===== src/rtl/spi_pkg.sv =====
// Shared definitions for the command SPI link: initiator FSM states and the
// command-byte field layout also used by the receiver side.
package spi_pkg;

  typedef enum logic [2:0] {
    ST_IDLE,
    ST_SETUP,
    ST_SHIFT,
    ST_HOLD,
    ST_GAP
  } spi_master_state_t;

  localparam int CMD_MOVE_LSB  = 0;
  localparam int CMD_PIECE_LSB = 2;
  localparam int CMD_VALID_BIT = 5;

  function automatic int max2(input int a, input int b);
    return (a > b) ? a : b;
  endfunction

endpackage


===== src/rtl/sync_fifo.sv =====
// Small synchronous FIFO with show-ahead read data and registered full/empty.
module sync_fifo #(
  parameter int WIDTH = 8,
  parameter int DEPTH = 4
) (
  input  logic             clk,
  input  logic             reset,
  input  logic             push,
  input  logic [WIDTH-1:0] din,
  input  logic             pop,
  output logic [WIDTH-1:0] dout,
  output logic             full,
  output logic             empty
);

  localparam int AW = $clog2(DEPTH);

  logic [WIDTH-1:0] mem [DEPTH];
  logic [AW-1:0]    wr_ptr_q, wr_ptr_d;
  logic [AW-1:0]    rd_ptr_q, rd_ptr_d;
  logic [AW:0]      count_q, count_d;
  logic             full_q, full_d;
  logic             empty_q, empty_d;
  logic             push_ok, pop_ok;

  // A push is refused while full even if a pop frees a slot in the same cycle.
  assign push_ok = push && !full_q;
  assign pop_ok  = pop && !empty_q;

  always_comb begin
    wr_ptr_d = wr_ptr_q;
    rd_ptr_d = rd_ptr_q;
    count_d  = count_q;
    if (push_ok) wr_ptr_d = wr_ptr_q + 1'b1;
    if (pop_ok)  rd_ptr_d = rd_ptr_q + 1'b1;
    if (push_ok && !pop_ok)      count_d = count_q + 1'b1;
    else if (!push_ok && pop_ok) count_d = count_q - 1'b1;
    full_d  = (count_d == (AW+1)'(DEPTH));
    empty_d = (count_d == '0);
  end

  always_ff @(posedge clk) begin
    if (reset) begin
      wr_ptr_q <= '0;
      rd_ptr_q <= '0;
      count_q  <= '0;
      full_q   <= 1'b0;
      empty_q  <= 1'b1;
    end else begin
      wr_ptr_q <= wr_ptr_d;
      rd_ptr_q <= rd_ptr_d;
      count_q  <= count_d;
      full_q   <= full_d;
      empty_q  <= empty_d;
    end
  end

  always_ff @(posedge clk) begin
    if (push_ok) mem[wr_ptr_q] <= din;
  end

  assign dout  = mem[rd_ptr_q];
  assign full  = full_q;
  assign empty = empty_q;

endmodule


===== src/rtl/spi_cmd_master.sv =====
// SPI mode-0 initiator: queues command bytes, shifts them out MSB first with
// a framed chip enable, and captures the responder's byte on sdo.
module spi_cmd_master
  import spi_pkg::*;
#(
  parameter int SCK_DIV    = 4,
  parameter int FIFO_DEPTH = 4,
  parameter int CE_SETUP   = 2,
  parameter int CE_HOLD    = 2,
  parameter int CE_GAP     = 2
) (
  input  logic       clk,
  input  logic       reset,
  input  logic [7:0] tx_data,
  input  logic       tx_valid,
  output logic       tx_ready,
  output logic       sck,
  output logic       sdi,
  output logic       ce,
  input  logic       sdo,
  output logic [7:0] rx_data,
  output logic       rx_valid,
  output logic       busy
);

  localparam int CNT_MAX = max2(max2(SCK_DIV, CE_SETUP), max2(CE_HOLD, CE_GAP));
  localparam int CNT_W   = (CNT_MAX > 1) ? $clog2(CNT_MAX) : 1;

  spi_master_state_t state_q, state_d;
  logic [CNT_W-1:0]  cnt_q, cnt_d;
  logic [2:0]        bit_q, bit_d;
  logic [7:0]        shift_q, shift_d;
  logic [7:0]        rx_shift_q, rx_shift_d;
  logic [7:0]        rx_data_q, rx_data_d;
  logic              sck_q, sck_d;
  logic              ce_q, ce_d;
  logic              rx_valid_q, rx_valid_d;
  logic              busy_q, busy_d;

  logic              push, pop;
  logic              fifo_full, fifo_empty;
  logic [7:0]        fifo_dout;

  assign tx_ready = !fifo_full;
  assign push     = tx_valid && tx_ready;

  sync_fifo #(
    .WIDTH(8),
    .DEPTH(FIFO_DEPTH)
  ) u_fifo (
    .clk  (clk),
    .reset(reset),
    .push (push),
    .din  (tx_data),
    .pop  (pop),
    .dout (fifo_dout),
    .full (fifo_full),
    .empty(fifo_empty)
  );

  always_comb begin
    state_d    = state_q;
    cnt_d      = cnt_q;
    bit_d      = bit_q;
    shift_d    = shift_q;
    rx_shift_d = rx_shift_q;
    rx_data_d  = rx_data_q;
    sck_d      = sck_q;
    ce_d       = ce_q;
    rx_valid_d = 1'b0;
    pop        = 1'b0;

    unique case (state_q)
      ST_IDLE: begin
        if (!fifo_empty) begin
          pop        = 1'b1;
          shift_d    = fifo_dout;
          rx_shift_d = '0;
          ce_d       = 1'b1;
          cnt_d      = '0;
          bit_d      = '0;
          state_d    = ST_SETUP;
        end
      end
      ST_SETUP: begin
        if (cnt_q == CNT_W'(CE_SETUP - 1)) begin
          cnt_d   = '0;
          state_d = ST_SHIFT;
        end else begin
          cnt_d = cnt_q + 1'b1;
        end
      end
      ST_SHIFT: begin
        if (cnt_q == CNT_W'(SCK_DIV - 1)) begin
          cnt_d = '0;
          if (!sck_q) begin
            sck_d      = 1'b1;
            rx_shift_d = {rx_shift_q[6:0], sdo};
          end else begin
            // sdi is the shift register MSB, so shifting presents the next bit.
            sck_d   = 1'b0;
            shift_d = {shift_q[6:0], 1'b0};
            bit_d   = bit_q + 1'b1;
            if (bit_q == 3'd7) state_d = ST_HOLD;
          end
        end else begin
          cnt_d = cnt_q + 1'b1;
        end
      end
      ST_HOLD: begin
        if (cnt_q == CNT_W'(CE_HOLD - 1)) begin
          cnt_d      = '0;
          ce_d       = 1'b0;
          rx_data_d  = rx_shift_q;
          rx_valid_d = 1'b1;
          state_d    = (CE_GAP == 0) ? ST_IDLE : ST_GAP;
        end else begin
          cnt_d = cnt_q + 1'b1;
        end
      end
      ST_GAP: begin
        if (cnt_q == CNT_W'(CE_GAP - 1)) begin
          cnt_d   = '0;
          state_d = ST_IDLE;
        end else begin
          cnt_d = cnt_q + 1'b1;
        end
      end
      default: state_d = ST_IDLE;
    endcase

    // Queue occupancy after this edge is non-zero iff it is now, or a push lands.
    busy_d = (state_d != ST_IDLE) || !fifo_empty || push;
  end

  always_ff @(posedge clk) begin
    if (reset) begin
      state_q    <= ST_IDLE;
      cnt_q      <= '0;
      bit_q      <= '0;
      shift_q    <= '0;
      rx_shift_q <= '0;
      rx_data_q  <= '0;
      sck_q      <= 1'b0;
      ce_q       <= 1'b0;
      rx_valid_q <= 1'b0;
      busy_q     <= 1'b0;
    end else begin
      state_q    <= state_d;
      cnt_q      <= cnt_d;
      bit_q      <= bit_d;
      shift_q    <= shift_d;
      rx_shift_q <= rx_shift_d;
      rx_data_q  <= rx_data_d;
      sck_q      <= sck_d;
      ce_q       <= ce_d;
      rx_valid_q <= rx_valid_d;
      busy_q     <= busy_d;
    end
  end

  assign sck      = sck_q;
  assign sdi      = shift_q[7];
  assign ce       = ce_q;
  assign rx_data  = rx_data_q;
  assign rx_valid = rx_valid_q;
  assign busy     = busy_q;

endmodule


===== config.mk =====
export PLATFORM = sky130hd
export DESIGN_NAME = spi_cmd_master
export DESIGN_NICKNAME = d
export VERILOG_FILES = /design/src/rtl/spi_pkg.sv /design/src/rtl/sync_fifo.sv /design/src/rtl/spi_cmd_master.sv
export SDC_FILE = /design/constraint.sdc
export NUM_CORES = 1
export LEC_CHECK = 0
export CAP_MARGIN = 20
export CORE_ASPECT_RATIO = 2
export CORE_UTILIZATION = 30
export CTS_CLUSTER_DIAMETER = 60
export CTS_CLUSTER_SIZE = 8
export DETAILED_ROUTE_END_ITERATION = 7
export PLACE_DENSITY = 0.48
export RECOVER_POWER = 100
export SLEW_MARGIN = 20
export SYNTH_ARGS = -nofsm -noshare
export SYNTH_HDL_FRONTEND = slang
export SYNTH_HIERARCHICAL = 1
export SYNTH_SLANG_ARGS = --single-unit

===== constraint.sdc =====
create_clock -name clk -period 2.3 [get_ports clk]
set_input_delay 0.46 -clock clk [delete_from_list [all_inputs] [get_ports clk]]
set_output_delay 0.46 -clock clk [all_outputs]
set_load 0.02 [all_outputs]

# After elaboration in Yosys (flattened, before gate mapping)
# Memories as Yosys holds them, arrays and structs flattened. A register that Yosys moved wholly into a read port is not among the register bits.
# Index checks and enable logic that the tools add are counted.
[word_totals] output_inout_bits=14 wordCells=98 mem_bits_ro=0 inputBits=12 latch_bits=0 memories=1 ramBits=32 ff_bits=45
[op_classes] n_lt_le_gt_ge=0 n_bitwise=1 div_mod_pow=0 muxes=37 n_eq_ne=13 n_mul=0 n_addsub=6 n_reduce_logical=25 shift=0
[memory_table] memory="u_fifo.mem" words=4 width=8 rd=1 rd_ports_with_merged_regs=1 wr=1 line="sync_fifo.sv:18" rtl="logic [WIDTH-1:0] mem [DEPTH];"
[ops] operator="two-way mux 8 bit" count=6
[ops] operator="two-way mux 3 bit" count=12
[ops] operator="one-hot mux 8 bit (2 select lines)" count=2
[ops] operator="one-hot mux 3 bit (5 select lines)" count=1
[ops] operator="two-way mux 2 bit" count=5
[ops] operator="inequality test 2 bit (second input constant)" count=5
[ops] operator="== test 3 bit (second input constant)" count=3
[ops] operator="two-way mux 1 bit" count=8
[ops] operator="AND reduction 4 bit" count=2
[ops] operator="adder 2 x 1 -> 2 bit (second input constant)" count=3
[ops] operator="adder 3 x 1 -> 3 bit (second input constant)" count=2
[ops] operator="== test 3 x 2 -> 1 bit (second input constant)" count=2
[ops] operator="zero test 3 bit" count=2
[ops] operator="one-hot mux 2 bit (3 select lines)" count=1
[ops] operator="one-hot mux 3 bit (2 select lines)" count=1
[ops] operator="AND reduction 2 bit" count=3
[ops] operator="nonzero test 3 bit" count=2
[ops] operator="logical AND 1 bit" count=5
[ops] operator="zero test 1 bit" count=4
[ops] operator="nonzero test 2 bit" count=2
[ops] operator="== test 3 x 1 -> 1 bit (second input constant)" count=1
[ops] operator="AND reduction 3 bit" count=1
[ops] operator="OR reduction 3 bit" count=1
[ops] operator="subtractor 3 x 1 -> 3 bit (second input constant)" count=1
[ops] operator="6 further kinds" count=7

# Depth between registers and ports, before layout
# Gate-level depths: netlist of the first run.
[depth] ltp_word=8 mapped_depth=7 depth_no_buf=6

# Modules after synthesis
# The synthesis of the first run kept the hierarchy.
[modules_own_cells] mod="sync_fifo" instances=1 area_each_um2=1771.7 seq_area_each_um2=1181.1 cells_per_inst=112
[modules_own_cells] mod="spi_cmd_master" instances=1 area_each_um2=1571.5 seq_area_each_um2=720.7 cells_per_inst=174

# Least setup slack after synthesis of the first run
# OpenSTA, ideal clock, no wires.
[synth_timing] path_kind="flip-flop to flip-flop" start="register state_q[2]" end="register u_fifo.full_q (netlist: u_fifo/full)" path_stages_with_launch=8 t_required_ps=2166 setup_ps=134 arrival_time_ps=1628 n_path_buf=2 slack_ps=538 period_less_slack_ps=1762 path_cell_list="dfxtp_1 -> buf_4 -> nor4_2 -> nor2b_2 -> buf_4 -> xnor2_2 -> a311oi_2 -> nor4_1"
[synth_between] elab_chain_cells=7 elab_cells_between_ends=9 classes_between="eq/ne (1); mux (3); reduce/logical (5)"
[synth_rtl] element="start: declaration" line="spi_cmd_master.sv:29" rtl="spi_master_state_t state_q, state_d;"
[synth_rtl] element="start signal: assignment" line="spi_cmd_master.sv:149" rtl="state_q <= state_d;"
[synth_rtl] element="zero test 3 bit *" line="spi_cmd_master.sv:73" rtl="unique case (state_q)"
[synth_rtl] element="two-way mux 1 bit *" line="spi_cmd_master.sv:73"
[synth_rtl] element="net pop" line="spi_cmd_master.sv:40" rtl="logic push, pop;"
[synth_rtl] element="logical AND 1 bit *" line="sync_fifo.sv:28" rtl="assign pop_ok = pop && !empty_q;"
[synth_rtl] element="logical AND 1 bit / zero test 1 bit (equally long branches)" line="sync_fifo.sv:37, sync_fifo.sv:36"
[synth_rtl] element="two-way mux 3 bit / logical AND 1 bit (equally long branches)" line="sync_fifo.sv:37, sync_fifo.sv:36"
[synth_rtl] element="two-way mux 3 bit *" line="sync_fifo.sv:36" rtl="if (push_ok && !pop_ok) count_d = count_q + 1'b1;"
[synth_rtl] element="== test 3 bit *" line="sync_fifo.sv:38" rtl="full_d = (count_d == (AW+1)'(DEPTH));"
[synth_rtl] element="end signal: assignment" line="sync_fifo.sv:53" rtl="full_q <= full_d;"
[synth_rtl] element="end: declaration" line="sync_fifo.sv:22" rtl="logic full_q, full_d;"
# The timed path passes the listed nets; every way through them passes the cells marked *.
# A chain may end at the register's enable or synchronous reset.

# Worst setup path in the final report of the first run
[layout_timing] start="input tx_valid" end="memory u_fifo.mem[1][4] (enable)"
[layout_between] elab_chain_cells=4
[layout_rtl] element="start: declaration" line="spi_cmd_master.sv:15" rtl="input logic tx_valid,"
[layout_rtl] element="logical AND 1 bit" line="spi_cmd_master.sv:45" rtl="assign push = tx_valid && tx_ready;"
[layout_rtl] element="net push" line="spi_cmd_master.sv:40"
[layout_rtl] element="logical AND 1 bit" line="sync_fifo.sv:27" rtl="assign push_ok = push && !full_q;"
[layout_rtl] element="two-way mux 1 bit" line="sync_fifo.sv:59" rtl="if (push_ok) mem[wr_ptr_q] <= din;"
[layout_rtl] element="two-way mux 1 bit (implied by the code)" line="sync_fifo.sv:59"
[layout_rtl] element="end: declaration" line="sync_fifo.sv:18"
# The timed path passes the listed nets, and every way through them passes these cells.

==> results of run 1 <==
==> worst reg2reg max path, delay by kind of cell, from the launching register on <==
kind                      cells  cell delay [ns]
and+or+nand+nor               3             0.86
xor gates and xnor gates      1             0.17
AOI/OAI and AO/OA             1             0.36
DFF                           1             0.45
==> per-stage QoR <==
| stage | setup WS, ns | hold WS, ns | power, mW |
|---|---|---|---|
| 2_1_floorplan | 0.538 | 0.432 | 2.80 |
| 3_3_place_gp | 0.203 | 0.442 | 3.11 |
| 3_5_place_dp | 0.144 | 0.448 | 3.13 |
| 4_1_cts | 0.388 | 0.456 | 4.66 |
| 5_1_grt | 0.160 | 0.472 | 4.78 |
| 6_report | 0.266 | 0.450 | 4.50 |
==> cells in the final DEF, fill, tap and decap left out, types with 3 or more instances in the layout <==
master and count:
clkbuf_16 9, a211oi_1 12, inv_1 12, mux2i_1 7, ha_1 11, and2_0 4, o21ai_0 3, buf_4 5
dfxtp_1 47, a22oi_1 8, nor3_1 5, xnor2_1 4, nand3_1 5, edfxtp_1 32, a21oi_1 19, nor4_1 3
clkdlybuf4s50_1 3, dlygate4sd3_1 22, nand2_1 27, nor2_1 28, mux4_2 8
==> worst min-delay path by stage <==
stage	to	startpoint	slack (ns)
2_1_floorplan	rx_data[7]	rx_shift_q[7]	0.43
3_3_place_gp	bit_q[2]	bit_q[2]	0.44
3_5_place_dp	rx_data[2]	rx_data[2]	0.45
4_1_cts	rx_data[2]	rx_data[2]	0.46
5_1_grt	rx_data[7]	rx_data[7]	0.47
6_report	rx_data[1]	rx_data[1]	0.45
==> metal layers <==
layer  global-route usage  routed length [um]  vias to the layer above
li1                     -                   -                     1080
met1                0.101                2190                      999
met2                0.232                3640                       33
met3               0.0355                 188                       11
met4               0.0635                 149                        0
met5                    0                   0                        -
==> layout make-up <==
type / count / area (um^2) / share of cell area
clock buffers: 9 / 225 / 0.0561
multi-input cells: 181 / 1280 / 0.318
clock inverters: 7 / 95.1 / 0.0237
well taps: 140 / 175 / 0.0436
inverters: 12 / 45.0 / 0.0112
repair buffers: 32 / 295 / 0.0735
flip-flops and latches: 79 / 1900 / 0.474
==> logic make-up after synthesis <==
| group | count (synthesis) | synth area share |
|---|---|---|
| AND/OR/NAND/NOR | 96 | 0.150 |
| adder cells (fa/ha/maj) | 11 | 0.0412 |
| AO/OA/AOI/OAI | 52 | 0.106 |
| multiplexers | 16 | 0.0782 |
| buffers and inverters | 26 | 0.0374 |
| flip-flops | 79 | 0.569 |
| XOR/XNOR | 6 | 0.0180 |
==> registers in the layout, summed over array words and instances (netlist names), 2 cells and up, named ones only <==
| register | count |
|---|---|
| u_fifo/mem | 32 |
| rx_data | 8 |
| rx_shift_q | 8 |
| shift_q | 8 |
| bit_q | 3 |
| state_q | 3 |
| u_fifo/count_q | 3 |
| cnt_q | 2 |
| u_fifo/rd_ptr_q | 2 |
| u_fifo/wr_ptr_q | 2 |
==> power breakdown <==
group	switching, mW	internal (mW)	total [mW]	leakage (nW)
clock	0.546	0.951	1.50	0.156
combinational	0.616	0.507	1.12	0.632
sequential	0.171	1.71	1.88	0.676
total	1.33	3.17	4.50	1.46
==> metrics.md, run 1 <==
| Metric | Value |
|---|---|
| Clock Skews | 0.00537 ns |
| Non-Filler Instances | 460 |
| Final max-slew violation count | 0 |
| Setup_tns | 0 ns |
| I/O Buffers | 25 |
| IO Pins | 26 |
| Yosys top cell by area | edfxtp_1 |
| WHS Path Cells | 2 |
| Setup-failing EPs final | 0 |
| Area grow syn2layout | 20.1% |
| Max VDD drop | 364 uV |
| HP Class | flip-flop to flip-flop |
| Post-Place Cell Area | 3750 um^2 |
| Worst setup EP type | flip-flop |
| Worst-Margin Slew | 0.822 ns |
| Post-synthesis sequential area ratio | 0.569 |
| Leak Pwr | 1.46 nW |
| Nets | 338 |
| Die Wd | 76.6 um |
| CP max stage cell | clkdlybuf4s50_1 |
| Worst R2R Start | state_q[1] |
| Post-synth cell types | 54 |
| Gpl congestion | 0.692 |
| Final hold vios | 0 |
| Worst-path clk slew | roughly 0.06 ns |
| Synthesized instance count | 286 |
| Outcome | finished clean |
| Reg2Reg Capture Point | u_fifo/full |
| Post-route cell area | 4020 um^2 |
| H-tree Lvls | 3 |
| CTS tree | yes |
| Core ar. | 10900 um^2 |
| Synthesized area per cell | 11.7 um^2 |
| FP Rows | 54 |
| CP Max Fanout | 9 |
| Synth top area share | 0.287 |
| Area contributors post-synth | edfxtp_1 (29%), dfxtp_1 (28%), mux4_2 (5.4%) |
| Via count | 2123 |
| Slew Limit Headroom | 0.447 |
| Mapped Nets | 309 |
| Die area | 11600 um^2 |
| Postcts setup bufs | 0 |
| Worst EP required | 2.27 ns |
| #FFs+latches synth | 79 |
| Global-route wire length before repair | 10000 um |
| Post-synth top cells | dfxtp_1 (47), edfxtp_1 (32), nor2_1 (28) |
| Layout cells sized above 1 | 0.122 |
| Pin count of the biggest net entering global routing | 24 |
| Drt first pass iters | 4 |
| Drt total wl | 6170 um |
| Core Util, Final | 0.369 |
| Crit-path max cell delay | 0.45 ns |
| # fillers | 1071 |
| Tmin final | about 2 ns |
| Vias in the first global route | approximately 2100 |
| RSZ-0062 raised after global routing | no |
| Top cell family by delay on the critical path | buffers and inverters |
| Grt total ovfl | 0 |
| Crit path DAT | 2.00 ns |
| CP Cell Sequence | clkdlybuf4s50_1 > nor2b_1 > and2b_1 > and2_0 > clkbuf_1 |
| Post-CTS sizing | 0 |
| PwrDens | approximately 1100 nW/um^2 |
| Clk_lat worst skew | roughly 0.33 ns |
| CP Depth | 5 |
| Worst path bufs/invs | 2 |
| Most frequent cell after synthesis | dfxtp_1 |
| Fmax | about 490 MHz |
| Crit path kind | input pin to flip-flop |
| Post-synth EDFFs | 32 |
| Area of the mapped netlist | approximately 3300 um^2 |
| GRT Overall Usage | 0.117 |
| Drc violations | 0 |
| Iter 0 DRT Violations | 65 |
| Synth Flop Type | dfxtp_1 |
| Max Root-Sink Buffers | 2 |
| Clock root buffer | clkbuf_16 |
| Detailed Place HPWL | 4690 um |
| Worst reg-to-reg setup slack | 0.36 ns |
| Inst Count DP | 444 |
| Initial antenna violation count | 0 |
| DRT antenna net count | 0 |
| Die Span Y | 151 um |
| Critical Path End | u_fifo/mem[1][4] |
| Vias per inst | 4.62 |
| Avg WL per Cell | 13.4 um |
| Final worst path period share | 0.884 |
| Clock sink total | 79 |
| Max_cap viols | 0 |
| Num CTS Buffers | 9 |
| Initial core utilization | 0.307 |
| Asr flop ratio synth | 0 |
| Critical path launch point type | input pin |
| Diodes inserted | 0 |
| R2R cell count | 5 |
| Crit. Startpoint | tx_valid |
| Yosys Warn Count | 6 |
| Hold_buf cts | 0 |
No activity file was read; power rests on OpenSTA's default activity.
==> run 2: changes to the inputs <==
--- a/config.mk
+++ b/config.mk
@@ -11,7 +11,7 @@
 export CTS_CLUSTER_DIAMETER = 60
 export CTS_CLUSTER_SIZE = 8
 export DETAILED_ROUTE_END_ITERATION = 7
-export PLACE_DENSITY = 0.48
+export PLACE_DENSITY = 0.53
 export RECOVER_POWER = 100
 export SLEW_MARGIN = 20
 export SYNTH_ARGS = -nofsm -noshare
==> metrics.md, run 2 (synthesis gave the netlist of run 1 again) <==
| Metric | Value |
|---|---|
| Outcome | finished clean (unchanged) |
| Clock Skews | 0.00934 ns (was 0.00537 ns) |
| Vias per inst | 4.67 (was 4.62) |
| Sw Pwr | 1.36 mW (was 1.33 mW) |
| HP Class | flip-flop to flip-flop (unchanged) |
| Final worst path period share | 0.880 (was 0.884) |
| Postcts setup bufs | 0 (unchanged) |
| Met3 Usage GRT | 0.0367 (was 0.0355) |
| Grt total ovfl | 0 (unchanged) |
| Drt first pass iters | 4 (unchanged) |
| Die Span Y | 151 um (unchanged) |
| Crit-path max cell delay | 0.55 ns (was 0.45 ns) |
| Slew Limit Headroom | 0.461 (was 0.447) |
| Worst EP required | 2.27 ns (about the same) |
| Critical path launch point type | input pin (unchanged) |
| Nets | 336 (was 338) |
| Pin count of the biggest net entering global routing | 22 (was 24) |
| Clk_lat worst skew | 0.34 ns (was 0.33 ns) |
| Minimum hold slack | 0.449 ns (was 0.450 ns) |
| Avg WL per Cell | 12.9 um (was 13.4 um) |
| Max reg flops | 32 (unchanged) |
| Initial core utilization | 0.307 (unchanged) |
| Worst setup EP type | flip-flop (unchanged) |
| Iter 0 DRT Violations | 75 (was 65) |
| # fillers | 1059 (was 1071) |
| Final max-slew violation count | 0 (unchanged) |
| CP Cell Sequence | clkdlybuf4s50_1 > nor2b_1 > and2b_1 > and2_0 (was clkdlybuf4s50_1 > nor2b_1 > and2b_1 > and2_0 > clkbuf_1) |
| Final hold vios | 0 (unchanged) |
| Detailed Place HPWL | 4420 um (was 4690 um) |
| Fmax | 494 MHz (was 492 MHz) |
| Grt peak-use layer | met2 (unchanged) |
| Most frequent cells in the layout | dfxtp_1 (47), edfxtp_1 (32), nor2_1 (28) (unchanged) |
| Max_cap viols | 0 (unchanged) |
| CTS tree | yes (unchanged) |
| Largest Register | u_fifo/mem (unchanged) |
| RSZ-0062 raised after global routing | no (unchanged) |
| Die area | 11600 um^2 (unchanged) |
| Met2 Resource Use GR | 0.220 (was 0.232) |
| Diodes inserted | 0 (unchanged) |
| Gpl congestion | 0.724 (was 0.692) |
| GRT Overall Usage | 0.113 (was 0.117) |
| PwrDens | 1130 nW/um^2 (was 1120 nW/um^2) |
| Core ar. | 10900 um^2 (unchanged) |
| Hold_buf cts | 0 (unchanged) |
| Layout cells sized above 1 | 0.116 (was 0.122) |
| Clock sink total | 79 (unchanged) |
| IO Pins | 26 (unchanged) |
| Vias in the first global route | 2107 (was 2066) |
| Met1 GRT Util | 0.0979 (was 0.101) |
| Global-route wire length before repair | 9810 um (was 10000 um) |
| Crit path kind | input pin to flip-flop (unchanged) |
| Clock power share | 0.340 (was 0.332) |
| CP Max Fanout | 9 (unchanged) |
| Clock root buffer | clkbuf_16 (unchanged) |
| Tmin final | 2.02 ns (was 2.03 ns) |
| Worst-path clk slew | 0.06 ns (about the same) |
| Commonest non-fill, non-tap cell in the layout | dfxtp_1 (unchanged) |
| I/O Buffers | 25 (unchanged) |
| CP max stage cell | and2_0 (was clkdlybuf4s50_1) |
| Inst Count DP | 442 (was 444) |
| DRT antenna net count | 0 (unchanged) |
| Sw Share | 0.300 (was 0.296) |
| Non-Filler Instances | 458 (was 460) |
| Initial antenna violation count | 0 (unchanged) |
| Drc violations | 0 (unchanged) |
| Die Wd | 76.6 um (unchanged) |
| Setup-failing EPs final | 0 (unchanged) |
| Pint | 3.18 mW (was 3.17 mW) |
| Post-CTS sizing | 0 (unchanged) |
| Setup_tns | 0 ns (unchanged) |
| Num CTS Buffers | 9 (unchanged) |
| H-tree Lvls | 3 (unchanged) |
| Max Root-Sink Buffers | 2 (unchanged) |
| Crit path DAT | 2.00 ns (about the same) |
| Via count | 2137 (was 2123) |
| FP Rows | 54 (unchanged) |
| Combinational power share | 0.245 (was 0.249) |
| Leak Pwr | 1.45 nW (was 1.46 nW) |
| Register share of total power | 0.415 (was 0.418) |
| Tot Pwr | 4.53 mW (was 4.50 mW) |
| Max VDD drop | 460 uV (was 364 uV) |
| Area grow syn2layout | 19.8% (was 20.1%) |
| Drt total wl | 5910 um (was 6170 um) |
| Worst-Margin Slew | 0.801 ns (was 0.822 ns) |
[run 2: final timing paths]
| path | startpoint | endpoint | slack, ns | cells past startpoint |
|---|---|---|---|---|
| min | rx_data[6] | rx_data[6] | 0.45 | 2 |
| min reg2reg | rx_data[6] | rx_data[6] | 0.45 | 2 |
| max | tx_valid | u_fifo/mem[1][4] | 0.28 | 4 |
| max reg2reg | state_q[1] | busy | 0.33 | 4 |
[run 2: metal layers]
layer / part of all wire / vias to the layer above
li1: - / 1089
met1: 0.38 / 1010
met2: 0.57 / 28
met3: 0.031 / 10
met4: 0.024 / 0
met5: 0 / -
[run 2: critical path, delay by kind of cell]
kind | cells | cell delay, ns
buffers and inverters | 1 | 0.45
AND/OR/NAND/NOR | 3 | 1.08
[run 2: per-stage QoR]
step	util	setup WS [ns]	instance area [um^2]
floorplan	-	0.538	3340
global placement	0.343	0.184	3730
detailed placement	0.343	0.131	3730
CTS	0.373	0.394	4050
global route	0.368	0.156	4010
finish	0.368	0.275	4010
[run 2: power by group through the flow]
stage                     combinational, mW  sequential, mW  clock [mW]
final                                  1.11            1.88        1.54
after global routing                   1.24            1.92        1.64
after CTS                              1.19            1.89        1.59
after detailed placement               1.18            1.92           0
after global placement                 1.16            1.92           0
after floorplan                       0.931            1.87           0
[run 2: cell type report]
| type | instances | area [um^2] | area share |
|---|---|---|---|
| clock inverters | 7 | 101 | 0.0253 |
| multi-input cells | 181 | 1270 | 0.318 |
| inverters | 12 | 45.0 | 0.0112 |
| repair buffers | 30 | 284 | 0.0709 |
| clock buffers | 9 | 225 | 0.0562 |
| well taps | 140 | 175 | 0.0437 |
| flip-flops and latches | 79 | 1900 | 0.475 |
